<file path="src/rtl/regfile_mp.sv">
`default_nettype none
//----------------------------------------------------------------------------
// Module      : regfile_mp
// Description : Multi-read, dual-write register file with same-cycle write
//               bypass, per-register busy scoreboard and a clear-on-reset sweep.
// Revision    : 1.0  initial release
//----------------------------------------------------------------------------
module regfile_mp #(
    parameter int DATA_W = 32,
    parameter int ADDR_W = 5,
    parameter int NRD    = 2
) (
    input  logic                  clk,
    input  logic                  rst,
    input  logic                  we0,
    input  logic                  we1,
    input  logic [ADDR_W-1:0]     waddr0,
    input  logic [ADDR_W-1:0]     waddr1,
    input  logic [DATA_W-1:0]     wdata0,
    input  logic [DATA_W-1:0]     wdata1,
    input  logic [NRD-1:0]        re,
    input  logic [NRD*ADDR_W-1:0] raddr,
    output logic [NRD*DATA_W-1:0] rdata,
    input  logic                  set_busy,
    input  logic [ADDR_W-1:0]     busy_addr,
    output logic [NRD-1:0]        rbusy,
    output logic                  init_done
);

    localparam int              c_nreg   = 2 ** ADDR_W;
    localparam logic [ADDR_W-1:0] c_last = ADDR_W'(c_nreg - 1);

    localparam logic [0:0] S_INIT = 1'b0;
    localparam logic [0:0] S_RUN  = 1'b1;

    logic [0:0]        r_state;
    logic [0:0]        w_state_nxt;
    logic [ADDR_W-1:0] r_cnt;
    logic [ADDR_W-1:0] w_cnt_nxt;

    logic [DATA_W-1:0] r_mem [c_nreg];
    logic [c_nreg-1:0] r_busy;
    logic [c_nreg-1:0] w_busy_nxt;

    logic w_run;
    logic w_wr0;
    logic w_wr1;
    logic w_set;

    // Outputs must read as idle during the reset cycle itself, not just after it.
    assign w_run     = (r_state == S_RUN) && !rst;
    assign init_done = w_run;

    assign w_wr0 = w_run && we0 && (waddr0 != '0);
    assign w_wr1 = w_run && we1 && (waddr1 != '0);
    assign w_set = w_run && set_busy && (busy_addr != '0);

    always_ff @(posedge clk) begin
        if (rst) begin
            r_state <= S_INIT;
            r_cnt   <= '0;
        end else begin
            r_state <= w_state_nxt;
            r_cnt   <= w_cnt_nxt;
        end
    end

    always_comb begin
        w_state_nxt = r_state;
        w_cnt_nxt   = r_cnt;
        case (r_state)
            S_INIT: begin
                w_cnt_nxt = r_cnt + 1'b1;
                if (r_cnt == c_last) begin
                    w_state_nxt = S_RUN;
                end
            end
            default: begin
                w_state_nxt = S_RUN;
            end
        endcase
    end

    // Storage is not reset; the INIT sweep zeroes every entry instead.
    always_ff @(posedge clk) begin
        if (!rst) begin
            if (r_state == S_INIT) begin
                r_mem[r_cnt] <= '0;
            end else begin
                if (w_wr0) r_mem[waddr0] <= wdata0;
                if (w_wr1) r_mem[waddr1] <= wdata1;
            end
        end
    end

    // Clears applied before the set so a new producer keeps the entry busy.
    always_comb begin
        w_busy_nxt = r_busy;
        if (w_wr0) w_busy_nxt[waddr0] = 1'b0;
        if (w_wr1) w_busy_nxt[waddr1] = 1'b0;
        if (w_set) w_busy_nxt[busy_addr] = 1'b1;
    end

    always_ff @(posedge clk) begin
        if (rst) begin
            r_busy <= '0;
        end else begin
            r_busy <= w_busy_nxt;
        end
    end

    genvar gi;
    generate
        for (gi = 0; gi < NRD; gi++) begin : g_rd
            logic [ADDR_W-1:0] w_ra;
            logic              w_en;
            logic              w_byp1;
            logic              w_byp0;

            assign w_ra   = raddr[gi*ADDR_W +: ADDR_W];
            assign w_en   = w_run && re[gi] && (w_ra != '0);
            assign w_byp1 = w_wr1 && (waddr1 == w_ra);
            assign w_byp0 = w_wr0 && (waddr0 == w_ra);

            assign rdata[gi*DATA_W +: DATA_W] = !w_en  ? '0     :
                                                w_byp1 ? wdata1 :
                                                w_byp0 ? wdata0 :
                                                         r_mem[w_ra];
            assign rbusy[gi] = w_en && !w_byp1 && !w_byp0 && r_busy[w_ra];
        end
    endgenerate

endmodule
`default_nettype wire

</file>
<file path="config.mk">
export PLATFORM = sky130hd
export DESIGN_NAME = regfile_mp
export DESIGN_NICKNAME = d
export VERILOG_FILES = /design/src/rtl/regfile_mp.sv
export SDC_FILE = /design/constraint.sdc
export NUM_CORES = 2
export LEC_CHECK = 0
export CAP_MARGIN = 25
export CORE_UTILIZATION = 35
export CTS_CLUSTER_DIAMETER = 150
export DETAILED_ROUTE_END_ITERATION = 6
export PLACE_DENSITY = 0.57
export SYNTH_ARGS = -nofsm -noshare
export SYNTH_HDL_FRONTEND = slang
export SYNTH_SLANG_ARGS = --single-unit
</file>
<file path="constraint.sdc">
create_clock -name clk -period 16 [get_ports clk]
set_clock_uncertainty 0.15 [all_clocks]
set_input_delay 3.2 -clock clk [delete_from_list [all_inputs] [get_ports clk]]
set_output_delay 3.2 -clock clk [all_outputs]
set_load 0.02 [all_outputs]
</file>
==> flow_summary.toml <==
[clock_tree]
number_of_buffers_between_clock_root_and_the_deepest_sink = 3
number_of_cts_inserted_buffers = 111
cts-htree-levels = 3
cts_tree = "built"
cts.hold.buffers_added = 0
cts_root_buf = "clkbuf_16"
cts.repair.resized = 0
cts.reportedPaths.clkPinSlew_ps = 60
cts_num_sinks = 1062
post_cts.repair.setup_buffers = 0
clkLatencyLatePin_ps = 760

[drt]
finalWirelength_mm = 260.3
first_pass_iters = 7
via_count = 51440
post-route-drc-count = 4
wire_per_inst_microns = 31.69
vias_per_cell = 6.262
antenna_left = 0
drtIter0Drc = 7791

[sta]
setup_tns_ps = 0
layout_min_cycle_time_ps = 11890
final-setup-viol-count = 0
timing.final.hold_violations = 0
timing.slew.headroom_pct = 17.84
rsz_0062_raised_after_global_routing = "no"
part_of_the_cycle_the_worst_path_needs_pct = 74.30
final_max_slew_viol_count = 0
max_slew.worst_pin.slew_ps = 1232
max_freq_mhz = 84.11

[die]
floorplan.die.height_microns = 423.4
row_count = 154
chipWidth_microns = 423.4
fp.coreArea_sq_um = 176300
dieArea_sq_um = 179300
start_util_pct = 35.25
io_pins = 163

[pwr]
pwr_density_cell_nw_per_um2 = 88.84
p_sw_mw = 1.564
switching_share_pct = 25.21
power_leakage_nw = 22.24
clock_power_share_pct = 42.4
share_comb_of_total_power_pct = 8.7
internal_power_mw = 4.639
proportion_of_power_drawn_by_flip_flops_and_latches_pct = 48.9
ir_worst_vdd_mv = 0.08472

[worst_setup_path]
critical_path_arrival_ps = 8540
critical_path.top_delay_family = "buffers and inverters"
reg2reg_depth = 6
critical_path.cell_chain = "buf_2, buf_4, clkinv_1, buf_4, nand4_1, buf_4, o22ai_1, nor4_1, nand4_1, a22o_1, clkdlybuf4s50_1"
regToRegEndpoint = "r_mem[15][19]"
path_length_in_cells_of_the_critical_path = 11
crit_path_max_incr_delay_ps = 900
critical_path_class = "in -> out"
critical_path.max_fanout = 29
critPathRequiredTime_ps = 12650
critPathMostFrequentCell = "buf_4"
worstSetupStartpointType = "input pin"
timing.critical_path.from = "raddr[5]"
end_kind = "output pin"
rr_startpoint = "r_state"
worst_path_max_delay_cell = "clkinv_1"
endpoint = "rdata[57]"
flop_to_flop_setup_slack_ps = 11730
crit_buf_inv = 6

[job]
drv_cap = 0

[logic_synthesis]
synth-main-ff-cell = "edfxtp_1"
synth_top_cells_by_count = "nand2_1 (1,110), o21ai_0 (1,109), edfxtp_1 (1,024), mux2i_1 (629), clkbuf_1 (516)"
synth.yosys.warnings = 0
synth.distinct_cells = 55
synth_top_area_share_pct = 49.48
async_flop_share_pct = 0
synthesis.area_sq_um = 62150
synthesis.nets = 6135
postSynthRegisterBits = 1062
yosys.area.top_type = "edfxtp_1"
synth_area_leaders = "edfxtp_1 (49%), mux2i_1 (10%), o21ai_0 (8.9%)"
synth_seq_area_share_pct = 50.70
syn_avg_cell_area_sq_um = 10.29
synth_edf_count = 1024
yosysMostFrequentCell = "nand2_1"
synth_cells = 6037

[global_routing]
global_route.overflow_total = 0
grt_antenna_before_repair = 4
global_route_wire_length_before_repair_mm = 360.1
grt.total_usage_pct = 28.06
first_global_vias = 48300
pin_count_of_the_biggest_net_entering_global_routing = 128

[cells_and_area]
syn_to_final_growth_pct = 12.32
final_nets = 5876
post_route_cells_drive_above_1_share_pct = 10.80
n_fill_cell = 16680
layout.cells.non_filler = 8215

[outcome]
violations = "DRC"
outcome = "complete, but fails checks"

[worst_hold_path]
hold_path_class = "reg -> reg"

[place]
dp_hpwl_mm = 146.6
buffer_ports.inserted = 162
routabilityCongestion = 0.9078
placed_cells_incl_taps = 7994
## metal layers
| layer | vias up | track usage (%) | wire (microns) |
|---|---|---|---|
| li1 | 21930 | - | - |
| met1 | 25190 | 35.70 | 96970 |
| met2 | 3593 | 44.02 | 117700 |
| met3 | 729 | 5.316 | 28150 |
| met4 | 0 | 17.35 | 17500 |
| met5 | - | 0 | 0 |
## power by group through the flow
stage / Combinational [mW] / Clock [mW] / Sequential (mW)
final: 0.541 / 2.63 / 3.03
after global routing: 0.550 / 2.73 / 3.03
after CTS: 0.526 / 2.63 / 3.03
after detailed placement: 0.525 / 0 / 3.09
after global placement: 0.519 / 0 / 3.09
after floorplan: 0.310 / 0 / 3.09
## cell usage in the layout (no fill, tap or decap), drive strengths merged, types with 82 or more instances in the layout
cell type	Yosys	layout
nand2	1110	1110
nor2b	107	107
clkbuf	516	142
nor2	162	162
nand3	82	82
a211oi	128	128
o21ai	1109	1109
edfxtp	1024	1024
clkdlybuf4s50	0	152
o22ai	230	230
mux2i	629	629
buf	202	194
mux4	157	157
a21oi	83	83
## metrics by stage
| stage | worst slack [ps] | hold slack (ps) | utilization (%) | total power, mW | instance area, sq um |
|---|---|---|---|---|---|
| after floorplan | 7524 | 300.9 | - | 3.398 | 62150 |
| after global placement | 4205 | 319.9 | 37.26 | 3.608 | 65680 |
| after detailed placement | 4138 | 321.9 | 37.43 | 3.615 | 65990 |
| after CTS | 4144 | 334.5 | 39.45 | 6.190 | 69550 |
| after global routing | 4167 | 343.2 | 39.59 | 6.308 | 69800 |
| final | 4111 | 329.1 | 39.60 | 6.202 | 69810 |
## kinds of logic after synthesis
group                    synth area share [%]
AO/OA/AOI/OAI                           16.14
AND/OR/NAND/NOR                         11.35
flip-flops                              50.70
multiplexers                            16.38
buffers and inverters                   5.081
XOR/XNOR                               0.3100
adder cells (fa/ha/maj)               0.04026
## how the worst min path moves through the flow
stage / start / to / slack [ps] / depth (start not counted)
6_report: r_busy[0] / r_busy[0] / 330 / 1
5_1_grt: r_busy[0] / r_busy[0] / 340 / 1
4_1_cts: r_busy[0] / r_busy[0] / 330 / 1
3_5_place_dp: r_busy[0] / r_busy[0] / 320 / 1
3_3_place_gp: r_busy[0] / r_busy[0] / 320 / 1
2_1_floorplan: r_busy[0] / r_busy[0] / 300 / 1
## registers in the layout, indices dropped and copies added, names as in the netlist
signal   flops
r_mem     1024
r_busy      32
r_cnt        5
r_state      1
## layout make-up
type | count | area (sq um) | area share (%)
sequential | 1062 | 31510 | 45.14
multi-input combinational | 4221 | 28290 | 40.53
timing repair buffer | 346 | 3379 | 4.841
tap | 2340 | 2928 | 4.194
clock buffer | 142 | 2919 | 4.181
clock inverter | 65 | 635.6 | 0.9105
inverter | 36 | 135.1 | 0.1936
antenna | 3 | 7.507 | 0.01075
Power figures use the tool's default switching activity.
